--- src/rtl/bomb_pkg.sv ---
// Shared definitions for the bomb fuse controller: slot state encoding,
// position and counter widths, and the 3x3 blast-radius test used by the
// optional BOMB_CHAIN_EN chain-reaction logic.
package bomb_pkg;

  localparam int POS_W = 6;
  localparam int CNT_W = 28;

  typedef enum logic [1:0] {
    ST_IDLE     = 2'd0,
    ST_ARMED    = 2'd1,
    ST_EXPLODE  = 2'd2,
    ST_COOLDOWN = 2'd3
  } slot_state_t;

  // True when two grid cells are within one step on both axes.
  // The distance is unsigned, so cells do not wrap between 0 and 63.
  function automatic logic in_blast(input logic [POS_W-1:0] ax,
                                    input logic [POS_W-1:0] ay,
                                    input logic [POS_W-1:0] bx,
                                    input logic [POS_W-1:0] by);
    logic [POS_W-1:0] dx;
    logic [POS_W-1:0] dy;
    dx = (ax >= bx) ? (ax - bx) : (bx - ax);
    dy = (ay >= by) ? (ay - by) : (by - ay);
    return (dx <= POS_W'(1)) && (dy <= POS_W'(1));
  endfunction

endpackage

--- src/rtl/bomb_slot.sv ---
// One bomb slot: IDLE -> ARMED (fuse) -> EXPLODE (one cycle) -> COOLDOWN
// (re-arm lockout) -> IDLE. Position is latched on an accepted place and held
// until the next accepted place. i_chain forces an ARMED bomb to detonate on
// the next cycle; the top ties it low unless BOMB_CHAIN_EN is defined.
//
// Handshake: i_place is a level request, sampled every rising edge; it is
// accepted only while the slot is IDLE and is otherwise dropped, never queued.
module bomb_slot
  import bomb_pkg::*;
#(
  parameter int N            = 50000000,
  parameter int FUSE_SEC     = 3,
  parameter int COOLDOWN_SEC = 2
) (
  input  logic             clk,
  input  logic             resetn,
  input  logic             i_place,
  input  logic [POS_W-1:0] i_pos_x,
  input  logic [POS_W-1:0] i_pos_y,
  input  logic             i_chain,
  output logic [POS_W-1:0] o_bomb_x,
  output logic [POS_W-1:0] o_bomb_y,
  output logic             o_armed,
  output logic             o_explode,
  output slot_state_t      o_state
);

  localparam longint FUSE_CYC  = longint'(N) * longint'(FUSE_SEC);
  localparam longint COOL_CYC  = longint'(N) * longint'(COOLDOWN_SEC);
  localparam longint CNT_LIMIT = longint'(1) << CNT_W;

  localparam logic [CNT_W-1:0] FUSE_LOAD = CNT_W'(FUSE_CYC - 1);
  localparam logic [CNT_W-1:0] COOL_LOAD = (COOL_CYC > 0) ? CNT_W'(COOL_CYC - 1) : '0;

  // Refuse to build with a zero fuse or with durations the counter cannot hold.
  generate
    if (N <= 0 || FUSE_SEC <= 0 || COOLDOWN_SEC < 0 ||
        FUSE_CYC >= CNT_LIMIT || COOL_CYC >= CNT_LIMIT) begin : g_bad_params
      $error("bomb_slot: illegal N/FUSE_SEC/COOLDOWN_SEC combination");
    end
  endgenerate

  slot_state_t       r_state;
  logic [CNT_W-1:0]  r_cnt;
  logic [POS_W-1:0]  r_bomb_x;
  logic [POS_W-1:0]  r_bomb_y;
  logic              r_armed;
  logic              r_explode;

  // Slot FSM with fuse/cooldown counter and registered status outputs.
  always_ff @(posedge clk or negedge resetn) begin
    if (!resetn) begin
      r_state   <= ST_IDLE;
      r_cnt     <= '0;
      r_bomb_x  <= '0;
      r_bomb_y  <= '0;
      r_armed   <= 1'b0;
      r_explode <= 1'b0;
    end else begin
      r_explode <= 1'b0;
      case (r_state)
        ST_IDLE: begin
          if (i_place) begin
            r_bomb_x <= i_pos_x;
            r_bomb_y <= i_pos_y;
            r_cnt    <= FUSE_LOAD;
            r_armed  <= 1'b1;
            r_state  <= ST_ARMED;
          end
        end
        ST_ARMED: begin
          if (r_cnt == '0 || i_chain) begin
            r_cnt     <= '0;
            r_armed   <= 1'b0;
            r_explode <= 1'b1;
            r_state   <= ST_EXPLODE;
          end else begin
            r_cnt <= r_cnt - 1'b1;
          end
        end
        ST_EXPLODE: begin
          if (COOL_CYC == 0) begin
            r_state <= ST_IDLE;
          end else begin
            r_cnt   <= COOL_LOAD;
            r_state <= ST_COOLDOWN;
          end
        end
        ST_COOLDOWN: begin
          if (r_cnt == '0) begin
            r_state <= ST_IDLE;
          end else begin
            r_cnt <= r_cnt - 1'b1;
          end
        end
        default: begin
          r_cnt     <= '0;
          r_armed   <= 1'b0;
          r_state   <= ST_IDLE;
        end
      endcase
    end
  end

  assign o_bomb_x  = r_bomb_x;
  assign o_bomb_y  = r_bomb_y;
  assign o_armed   = r_armed;
  assign o_explode = r_explode;
  assign o_state   = r_state;

endmodule

--- src/rtl/bomb_fuse_controller.sv ---
// Two independent bomb slots (red, blue) plus the shared detonation pulse
// that feeds the stun stage. Defining BOMB_CHAIN_EN adds chain reactions: an
// armed bomb inside the 3x3 blast of the other slot's exploding bomb
// detonates on the next cycle. dbgRedState/dbgBlueState expose slot states.
module bomb_fuse_controller
  import bomb_pkg::*;
#(
  parameter int N            = 50000000,
  parameter int FUSE_SEC     = 3,
  parameter int COOLDOWN_SEC = 2
) (
  input  logic             clk,
  input  logic             resetn,
  input  logic             redPlace,
  input  logic             bluePlace,
  input  logic [POS_W-1:0] redPosX,
  input  logic [POS_W-1:0] redPosY,
  input  logic [POS_W-1:0] bluePosX,
  input  logic [POS_W-1:0] bluePosY,
  output logic [POS_W-1:0] RbombPosX,
  output logic [POS_W-1:0] RbombPosY,
  output logic [POS_W-1:0] BbombPosX,
  output logic [POS_W-1:0] BbombPosY,
  output logic             redBombArmed,
  output logic             blueBombArmed,
  output logic             redExplode,
  output logic             blueExplode,
  output logic             bombExploded,
  output slot_state_t      dbgRedState,
  output slot_state_t      dbgBlueState
);

  logic w_red_chain;
  logic w_blue_chain;

`ifdef BOMB_CHAIN_EN
  // A slot is chained when the other slot is exploding next to its bomb.
  assign w_red_chain  = blueExplode && in_blast(RbombPosX, RbombPosY, BbombPosX, BbombPosY);
  assign w_blue_chain = redExplode  && in_blast(RbombPosX, RbombPosY, BbombPosX, BbombPosY);
`else
  // Slots stay fully independent.
  assign w_red_chain  = 1'b0;
  assign w_blue_chain = 1'b0;
`endif

  bomb_slot #(
    .N            (N),
    .FUSE_SEC     (FUSE_SEC),
    .COOLDOWN_SEC (COOLDOWN_SEC)
  ) u_red (
    .clk       (clk),
    .resetn    (resetn),
    .i_place   (redPlace),
    .i_pos_x   (redPosX),
    .i_pos_y   (redPosY),
    .i_chain   (w_red_chain),
    .o_bomb_x  (RbombPosX),
    .o_bomb_y  (RbombPosY),
    .o_armed   (redBombArmed),
    .o_explode (redExplode),
    .o_state   (dbgRedState)
  );

  bomb_slot #(
    .N            (N),
    .FUSE_SEC     (FUSE_SEC),
    .COOLDOWN_SEC (COOLDOWN_SEC)
  ) u_blue (
    .clk       (clk),
    .resetn    (resetn),
    .i_place   (bluePlace),
    .i_pos_x   (bluePosX),
    .i_pos_y   (bluePosY),
    .i_chain   (w_blue_chain),
    .o_bomb_x  (BbombPosX),
    .o_bomb_y  (BbombPosY),
    .o_armed   (blueBombArmed),
    .o_explode (blueExplode),
    .o_state   (dbgBlueState)
  );

  // Either detonation drives the shared stun trigger.
  assign bombExploded = redExplode | blueExplode;

endmodule

--- config.mk ---
export PLATFORM = sky130hd
export DESIGN_NAME = bomb_fuse_controller
export DESIGN_NICKNAME = d
export VERILOG_FILES = /design/src/rtl/bomb_pkg.sv /design/src/rtl/bomb_slot.sv /design/src/rtl/bomb_fuse_controller.sv
export SDC_FILE = /design/constraint.sdc
export NUM_CORES = 1
export LEC_CHECK = 0
export CORE_MARGIN = 4
export CORE_UTILIZATION = 55
export CTS_CLUSTER_SIZE = 10
export DETAILED_ROUTE_END_ITERATION = 16
export PLACE_DENSITY = 0.89
export SYNTH_ARGS = -nofsm -noshare
export SYNTH_HDL_FRONTEND = slang
export SYNTH_SLANG_ARGS = --single-unit
--- constraint.sdc ---
create_clock -name clk -period 3.52 [get_ports clk]
set_clock_uncertainty 0.2 [all_clocks]
set_input_delay 0.352 -clock clk [delete_from_list [all_inputs] [get_ports clk]]
set_output_delay 0.352 -clock clk [all_outputs]
set_load 0.02 [all_outputs]
==> results.md, run 1 <==
- Status: complete, no violations
- Crit Path Category: flip-flop to flip-flop
- Number of flops mapped to enable cells by yosys: 0
- Mean Syn Cell Area: 9.38 sq um
- Critical Path Source Type: flip-flop
- Endpoint class of the critical path: flip-flop
- GPL Wtd Cong: 0.924
- Clock buffer depth: 2
- Crit path max fanout: 11
- Final WS setup: 0.420 ns
- Synthesized Nets: 560
- Sequential cell area fraction in the yosys report: 0.451
- Die footprint: 10,400 sq um
- Post-Syn Area: 4880 sq um
- Root Driver: clkbuf_8
- Most common cell after layout, fill and taps aside: dfrtp_1
- Final hold vios: 0
- Critical path arrival: 3.15 ns
- First-pass GRT wire length: 20.2 mm
- Starting Density: 0.562
- Die Ht: 102 um
- Rows: 34
- Final #Nets: 623
- ANT nets after route: 0
- Hpwl dp: 8.80 mm
- CTS H-Tree Depth: 3
- Ys Warns: 0
- Io pins: 61
- Fin. max-slew vios: 0
- Final-layout fill cell count: 680
- Largest net degree at the start of global routing: 56
- GR Overflow Total: 0
- CTS Buf Count: 9
- WP data required: 3.57 ns
- RSZ-0062 raised after global routing: false
- Vias/cell: 6.33
- CP peak stage delay: 0.55 ns
- Max Freq: 323 MHz
- Area grow syn2layout: 19.0%
- Slew HR: 0.388
- DP Area: 5590 sq um
- Fin util: 0.669
- Worst-margin pin slew: 0.918 ns
- Sum of negative setup slack: 0 ns
- Hold/Removal Path Class: flip-flop to flip-flop
- Clock-pin slew on the worst setup and hold paths: 0.10 ns
- Endpoints failing setup: 0
- Total number of vias: 4,403
- Initial DRC Count: 316
- Slowest CP cell: nor4_2
- Min Tclk post-route: 3.10 ns
- Largest delay share family, worst path: simple AND/OR/NAND/NOR gates
- Total Wirelength: 12.3 mm
- Top FF cell, synth: dfrtp_1
- Tcrit/Tclk final: 0.881
- Share of layout cells above drive strength 1: 0.109
- IO Port Bufs: 60
- Post-place setup slack: 0.507 ns
- Diodes inserted: 0
- Routed wire per std cell: 17.7 um
- Most frequent cells in the layout: 88 x dfrtp_1, 59 x clkdlybuf4s50_1, 54 x nor2_1, 42 x a21oi_1, 37 x nand2_1
- PD cells: 961 nW/um^2
- Core footprint: 8680 sq um
- Async S/R FF share, synth: 1.00
- Max-Cap Viols: 0
- Initial antenna violation count: 0
- Worst-skew pair later-pin latency: 0.36 ns
- Chip Width: 102 um
- Design area: 5810 sq um
- Max VDD drop: 0.561 mV
- Vias in the first global route: 4,233
- Lkg Pwr: 0.00241 uW
- Netlist cell types: 59
- GRT Util Overall: 0.242
- CP Cell Sequence: inv_1 -> ha_1 -> nor3b_2 -> nand4_1 -> nor4_2 -> nand2b_1 -> o21ai_1 -> a211o_1
- Remaining DRCs: 0
- Sink Count: 88
- 1st-pass router iterations: 5
- CTS tree: yes
- Hold slack: 0.313 ns
- FF+latch count, synth: 88
- Buffers & Inverters on Critical Path: 1
- Syn Inst Count: 520
final cells by class:
cell class	count	area [sq um]	share of cell area
multi-input cells	392	2510	0.433
clock inverters	6	75.1	0.0129
clock buffers	10	128	0.0220
well taps	108	135	0.0233
inverters	23	86.3	0.0149
repair buffers	69	668	0.115
flip-flops and latches	88	2200	0.379
layer usage:
| layer | vias up | wire length (um) | track usage |
|---|---|---|---|
| met2 | 213 | 6050 | 0.389 |
| li1 | 2043 | - | - |
| met5 | - | 0 | 0 |
| met3 | 32 | 905 | 0.0416 |
| met4 | 0 | 231 | 0.0908 |
| met1 | 2115 | 5130 | 0.330 |
cell families (layout without fill, tap and decap cells):
kind of cell / count (synthesis) / count (layout) / share of synthesized area
multiplexers: 26 / 26 / 0.0600
flip-flops: 88 / 88 / 0.451
AND/OR/NAND/NOR: 200 / 200 / 0.222
buffers and inverters: 40 / 108 / 0.0338
adder cells (fa/ha/maj): 12 / 12 / 0.0308
XOR/XNOR: 6 / 6 / 0.0108
AO/OA/AOI/OAI: 148 / 148 / 0.192
registers in the layout, indices dropped and copies added (netlist names):
| name | count |
|---|---|
| u_blue.r_cnt | 28 |
| u_red.r_cnt | 28 |
| u_blue.o_bomb_x | 6 |
| u_blue.o_bomb_y | 6 |
| u_red.o_bomb_x | 6 |
| u_red.o_bomb_y | 6 |
| u_blue.o_state | 2 |
| u_red.o_state | 2 |
| u_blue.o_armed | 1 |
| u_blue.o_explode | 1 |
| u_red.o_armed | 1 |
| u_red.o_explode | 1 |
power by group:
group | leakage, uW | internal, uW | switching [uW]
Clock | 0.0000994 | 340 | 393
Sequential | 0.00107 | 1450 | 401
Combinational | 0.00124 | 1270 | 1720
Total | 0.00241 | 3060 | 2520
path summary, 6_finish.rpt:
check | from | end | slack [ns] | cells after the start
worst min register to register | u_red.o_bomb_y[2]$_DFFE_PN0P_ | u_red.o_bomb_y[2]$_DFFE_PN0P_ | 0.31 | 1
worst min-delay path | u_red.o_bomb_y[2]$_DFFE_PN0P_ | u_red.o_bomb_y[2]$_DFFE_PN0P_ | 0.31 | 1
max in group asynchronous | resetn | u_blue.o_explode$_DFF_PN0_ | 1.99 | 3
worst max register to register | u_blue.r_cnt[0]$_DFFE_PN0P_ | u_blue.r_cnt[12]$_DFFE_PN0P_ | 0.42 | 8
min in group asynchronous | resetn | u_red.r_cnt[8]$_DFFE_PN0P_ | 0.37 | 2
worst max-delay path | u_blue.r_cnt[0]$_DFFE_PN0P_ | u_blue.r_cnt[12]$_DFFE_PN0P_ | 0.42 | 8
cell usage after synthesis, drive strengths merged (3+ instances only):
master,instances,share of area
ha,12,0.031
nand2,37,0.028
a31oi,12,0.015
xnor2,5,0.0090
o21a,3,0.0046
and4,4,0.0072
o22a,7,0.013
nor3,26,0.029
a211o,6,0.011
nand2b,10,0.013
a21oi,44,0.048
o21ai,39,0.040
nor3b,3,0.0056
a21o,4,0.0062
dfrtp,88,0.45
nor2b,4,0.0051
or4,7,0.012
o31ai,4,0.0062
mux2,26,0.060
nor4,18,0.033
nand3,12,0.012
inv,23,0.018
nand4,7,0.0090
or2,5,0.0064
clkbuf,9,0.0069
or3,5,0.0064
o211ai,11,0.017
buf,8,0.0092
nor2,54,0.042
nand3b,3,0.0046
a211oi,4,0.0062
stage by stage:
stage	total power (uW)	std cells
finish	5580	696
global route	5970	696
CTS	5560	696
detailed placement	4820	679
global placement	4690	679
floorplan	3860	520
repair_timing:
item / 4_1_cts / 5_1_grt
hold buffers: 1 / 0
hold endpoints to repair: 53 / 0
resized for setup: 0 / 0
setup buffers: 0 / 0
No activity file was read; power rests on OpenSTA's default activity.
==> inputs of run 2 (changes only) <==
- CAP_MARGIN: not set -> 0
- CORE_ASPECT_RATIO: not set -> 1.75
==> results.md, run 2 (synthesis gave the netlist of run 1 again) <==
- Status: complete, no violations
- Clock buffer depth: 2 (unchanged)
- CTS resizes: 0 (unchanged)
- DP Area: 5630 sq um (+0.69%)
- M3 GR Usage: 0.0606 (+0.0190)
- Endpoints failing setup: 0 (unchanged)
- Worst-margin pin slew: 0.867 ns (-0.0512 ns)
- Vias/cell: 6.38 (+0.86%)
- Sink Count: 88 (unchanged)
- Die Ht: 133 um (+30%)
- Routed wire per std cell: 18.6 um (+5.3%)
- Root Driver: clkbuf_16
- Starting Density: 0.563 (about the same)
- IO Port Bufs: 60 (unchanged)
- Hold-fix buffers, CTS: 1 (unchanged)
- CTS tree: yes
- 1st-pass router iterations: 5 (unchanged)
- Area grow syn2layout: 22.5%
- PD cells: 1000 nW/um^2 (+4.5%)
- Design area: 5980 sq um (+2.9%)
- RSZ-0062 raised after global routing: false
- Core footprint: 8670 sq um (about the same)
- Max VDD drop: 0.732 mV (+31%)
- Remaining DRCs: 0 (unchanged)
- Clock-pin slew on the worst setup and hold paths: 0.06 ns (-0.04 ns)
- Lkg Pwr: 0.00249 uW (+3.0%)
- Io pins: 61 (unchanged)
- Share of layout cells above drive strength 1: 0.112 (+0.00302)
- Largest registers: u_blue.r_cnt: 28 flops, u_red.r_cnt: 28 flops
- Slew HR: 0.416 (+0.0288)
- Worst-skew pair later-pin latency: 0.35 ns (about the same)
- Max-Cap Viols: 0 (unchanged)
- CTS Buf Count: 9 (unchanged)
- Gr busiest metal: met2
- Max Freq: 321 MHz (-0.60%)
- Final #Nets: 625 (+0.32%)
- Most frequent cells in the layout: 88 x dfrtp_1, 59 x clkdlybuf4s50_1, 54 x nor2_1, 42 x a21oi_1, 37 x nand2_1
- Vias in the first global route: 4,601 (+8.7%)
- Crit path max fanout: 11 (unchanged)
- Largest net degree at the start of global routing: 58 (+3.6%)
- Post-CTS Setup Repair Bufs: 0 (unchanged)
- Crit Path Category: flip-flop to flip-flop
- Chip Width: 79.2 um (-22%)
- Endpoint class of the critical path: flip-flop
- Hpwl dp: 9.60 mm (+9.1%)
- Rows: 45 (+32%)
- Critical Path Source Type: flip-flop
- Fin. max-slew vios: 0 (unchanged)
- GPL Wtd Cong: 1.00 (+8.3%)
- Most common cell after layout, fill and taps aside: dfrtp_1
- Hold/Removal Path Class: flip-flop to flip-flop
- Initial antenna violation count: 0 (unchanged)
- Critical path arrival: 3.13 ns (-0.02 ns)
- Min Tclk post-route: 3.12 ns (+0.0187 ns)
- GR Overflow Total: 0 (unchanged)
- Initial DRC Count: 429 (+36%)
- CTS H-Tree Depth: 3 (unchanged)
- First-pass GRT wire length: 21.9 mm (+8.3%)
- Total Wirelength: 13.2 mm (+6.9%)
- Final hold vios: 0 (unchanged)
- Tcrit/Tclk final: 0.886 (+0.00532)
- Diodes inserted: 0 (unchanged)
- Die footprint: 10,500 sq um (+0.57%)
- WP data required: 3.53 ns (-0.04 ns)
- Sum of negative setup slack: 0 ns (unchanged)
- ANT nets after route: 0 (unchanged)
- Fin util: 0.689 (+0.0201)
- Total number of vias: 4,511 (+2.5%)
- GRT Util Overall: 0.266 (+0.0239)
- GR met1 Demand/Resource: 0.273 (-0.0568)
- Grt met2 use: 0.476 (+0.0868)
==> run 2: metrics by stage <==
stage | setup WS, ns | hold slack [ns] | std cells | total power (uW)
floorplan | 0.886 | -0.144 | 520 | 3860
global placement | 0.626 | 0.253 | 690 | 4770
detailed placement | 0.520 | 0.261 | 690 | 4890
CTS | 0.519 | 0.306 | 707 | 5970
global route | 0.153 | 0.322 | 707 | 6400
finish | 0.401 | 0.304 | 707 | 6000
==> run 2: worst max-delay path: stages (launching register included) <==
cell	delay [ns]
dfrtp_1	0.42
nor4_1	0.67
nand3_1	0.25
or4_4	0.51
a21o_1	0.38
a21oi_2	0.45
nor2_1	0.10
==> run 2: cell type report <==
type,count,area [sq um]
fill,699,2700
clock inverter,4,76.3
clock buffer,12,256
sequential,88,2200
inverter,23,86.3
tap,117,146
multi-input combinational,392,2510
timing repair buffer,71,696
==> run 2: report_power, final <==
part	total (uW)	leakage, uW	internal, uW	switching (uW)
logic	3070	0.00125	1300	1770
registers	1860	0.00107	1450	411
clock network	1060	0.000159	662	401
==> run 2: worst paths after layout <==
kind	startpoint	to	slack, ns	depth (start not counted)
hold / removal	u_blue.o_bomb_y[0]$_DFFE_PN0P_	u_blue.o_bomb_y[0]$_DFFE_PN0P_	0.30	1
min in group asynchronous	resetn	u_red.o_armed$_DFFE_PN0P_	0.41	2
setup / recovery	u_red.r_cnt[14]$_DFFE_PN0P_	u_red.r_cnt[25]$_DFFE_PN0P_	0.40	6
setup reg to reg	u_red.r_cnt[14]$_DFFE_PN0P_	u_red.r_cnt[25]$_DFFE_PN0P_	0.40	6
max in group asynchronous	resetn	u_blue.r_cnt[3]$_DFFE_PN0P_	1.97	3
hold reg to reg	u_blue.o_bomb_y[0]$_DFFE_PN0P_	u_blue.o_bomb_y[0]$_DFFE_PN0P_	0.30	1
==> run 2: per-layer routing <==
metal | share of wire | routed length, um
met4 | 0.057 | 746
met5 | 0 | 0
met1 | 0.35 | 4580
met3 | 0.054 | 715
met2 | 0.54 | 7130
==> inputs of run 3 (changes only) <==
--- a/config.mk
+++ b/config.mk
@@ -12,4 +12,5 @@
 export CTS_CLUSTER_SIZE = 10
 export DETAILED_ROUTE_END_ITERATION = 16
+export HOLD_SLACK_MARGIN = 0.08
 export PLACE_DENSITY = 0.89
 export SYNTH_ARGS = -nofsm -noshare
==> constraint.sdc (replaced) <==
create_clock -name clk -period 3.52 [get_ports clk]
set_clock_uncertainty 0.2 [all_clocks]
set_input_delay 0.704 -clock clk [delete_from_list [all_inputs] [get_ports clk]]
set_output_delay 0.704 -clock clk [all_outputs]
set_load 0.02 [all_outputs]
==> results.md, run 3 (synthesis gave the netlist of run 1 again) <==
- Status: complete, no violations
- Register Area: 2200 sq um (unchanged)
- Total Wirelength: 13.4 mm (+1.8%)
- Critical Path Source Type: flip-flop
- Initial DRC Count: 343 (-20%)
- Sink Count: 88 (unchanged)
- Fin util: 0.682 (-0.00765)
- GPL Wtd Cong: 1.00 (+0.13%)
- Fin. max-slew vios: 0 (unchanged)
- Final-layout fill cell count: 724 (+3.6%)
- Hold slack: 0.302 ns (-0.00176 ns)
- Sw Share: 0.439 (+0.00837)
- Remaining DRCs: 0 (unchanged)
- Starting Density: 0.563 (unchanged)
- CTS H-Tree Depth: 3 (unchanged)
- Max Freq: 315 MHz (-1.8%)
- Crit path max fanout: 15 (+4)
- First-pass GRT wire length: 21.9 mm (about the same)
- Critical path arrival: 3.24 ns (+0.11 ns)
- Lkg Pwr: 0.00246 uW (-1.1%)
- Diodes inserted: 0 (unchanged)
- Rows: 45 (unchanged)
- Clock buffer depth: 2 (unchanged)
- Routed wire per std cell: 19.0 um (+2.1%)
- R2R depth: 10 (+4)
- Area grow syn2layout: 21.1%
- Placed Cells: 690 (unchanged)
- Die footprint: 10,500 sq um (unchanged)
- Die Ht: 133 um (unchanged)
- Post-CTS Setup Repair Bufs: 0 (unchanged)
- CTS resizes: 0 (unchanged)
- IO Port Bufs: 60 (unchanged)
- WP data required: 3.59 ns (+0.06 ns)
- Initial antenna violation count: 0 (unchanged)
- 1st-pass router iterations: 6 (+1)
- Worst flop-to-flop path startpoint: u_blue.r_cnt[0]$_DFFE_PN0P_
- Tcrit/Tclk final: 0.902 (+0.0163)
- CTS Buf Count: 9 (unchanged)
- Vias in the first global route: 4,573 (-0.61%)
- Sum of negative setup slack: 0 ns (unchanged)
- ANT nets after route: 0 (unchanged)
- Min Tclk post-route: 3.18 ns (+0.0573 ns)
- Most frequent cells in the layout: 88 x dfrtp_1, 59 x clkdlybuf4s50_1, 54 x nor2_1, 42 x a21oi_1, 37 x nand2_1
- Footprint of the multi-input gates: 2510 sq um (unchanged)
- Hold/Removal Path Class: flip-flop to flip-flop
- Slew HR: 0.255 (-0.161)
- Hold-fix buffers, CTS: 0 (-1)
- Crit Path Category: flip-flop to flip-flop
- Clock-pin slew on the worst setup and hold paths: 0.07 ns (about the same)
- Io pins: 61 (unchanged)
- Max VDD drop: 0.667 mV (-8.9%)
- Critical Path Source: u_blue.r_cnt[0]$_DFFE_PN0P_
- CTS tree: yes
- GR Overflow Total: 0 (unchanged)
- Fin cells: 705 (-0.28%)
- Reg-to-Reg End: u_blue.r_cnt[5]$_DFFE_PN0P_
- Hpwl dp: 9.66 mm (+0.53%)
- GRT Util Overall: 0.265 (about the same)
- Pint: 3310 uW (-3.0%)
- Core footprint: 8670 sq um (unchanged)
- Endpoint class of the critical path: flip-flop
- Clock Power Share: 0.162 (-0.015)
- Final hold vios: 0 (unchanged)
- CP endpoint: u_blue.r_cnt[5]$_DFFE_PN0P_
- Combinational share of power: 0.522 (+0.010)
- PD cells: 999 nW/um^2 (-0.46%)
- Largest registers: u_blue.r_cnt: 28 flops, u_red.r_cnt: 28 flops
- Largest net degree at the start of global routing: 89 (+53%)
- Share of layout cells above drive strength 1: 0.109 (-0.00302)
- Chip Width: 79.2 um (unchanged)
- Switch Pwr: 2600 uW (+0.34%)
- Root Driver: clkbuf_16
- RSZ-0062 raised after global routing: false
- Worst-skew pair later-pin latency: 0.35 ns (about the same)
- Most common cell after layout, fill and taps aside: dfrtp_1
- Final #Nets: 624 (-0.16%)
- Endpoints failing setup: 0 (unchanged)
- Max-Cap Viols: 0 (unchanged)
- Reg2reg setup slack: 0.34 ns (-0.06 ns)
- Register share of total power: 0.316 (+0.006)
- Total number of vias: 4,490 (-0.47%)
- Vias/cell: 6.37 (-0.18%)
- Worst-margin pin slew: 1.12 ns (+0.250 ns)
- Final Power: 5910 uW (-1.6%)
## run 3: area by class of cell
class,instances,share of cell area
multi-input combinational,392,0.425
sequential,88,0.373
timing repair buffer,70,0.114
clock buffer,12,0.0417
tap,117,0.0248
inverter,23,0.0146
clock inverter,3,0.00720
## run 3: stage by stage
step	setup slack [ns]	area, sq um
after detailed placement	0.402	5620
after global placement	0.550	5620
final	0.344	5910
after floorplan	0.886	4880
after global routing	0.0712	5910
after CTS	0.344	5910
## run 3: worst min path at each step
| stage | from | to | slack [ns] | depth (start not counted) |
|---|---|---|---|---|
| finish | u_blue.o_bomb_x[3]$_DFFE_PN0P_ | u_blue.o_bomb_x[3]$_DFFE_PN0P_ | 0.30 | 1 |
| global route | u_red.o_bomb_y[2]$_DFFE_PN0P_ | u_red.o_bomb_y[2]$_DFFE_PN0P_ | 0.31 | 1 |
| CTS | u_blue.o_bomb_y[5]$_DFFE_PN0P_ | u_blue.o_bomb_y[5]$_DFFE_PN0P_ | 0.31 | 1 |
| detailed placement | u_blue.o_bomb_y[5]$_DFFE_PN0P_ | u_blue.o_bomb_y[5]$_DFFE_PN0P_ | 0.29 | 1 |
| global placement | u_red.o_bomb_y[0]$_DFFE_PN0P_ | u_red.o_bomb_y[0]$_DFFE_PN0P_ | 0.29 | 1 |
| floorplan | resetn | u_blue.o_armed$_DFFE_PN0P_ | 0.21 | 0 |
## run 3: power by group through the flow
stage                     combinational [uW]  sequential [uW]  clock [uW]
after CTS                               3060             1850         965
final                                   3080             1870         955
after detailed placement                3040             1860           0
after floorplan                         1880             1980           0
after global placement                  2940             1830           0
after global routing                    3370             1910        1010
## run 3: per-layer routing
| metal | up-vias | global-route usage | routed length (um) |
|---|---|---|---|
| met3 | 69 | 0.0531 | 588 |
| met5 | - | 0 | 0 |
| li1 | 2045 | - | - |
| met2 | 187 | 0.472 | 7340 |
| met1 | 2189 | 0.276 | 4730 |
| met4 | 0 | 0.171 | 747 |
## run 3: worst max-delay path: stages (launching register included)
cell      delay (ns)
dfrtp_1         0.41
inv_1           0.08
ha_1            0.18
nor3b_2         0.33
nand4_1         0.36
nor4_2          0.48
buf_4           0.23
a21o_1          0.30
buf_4           0.27
a21oi_1         0.07
o211ai_1        0.19
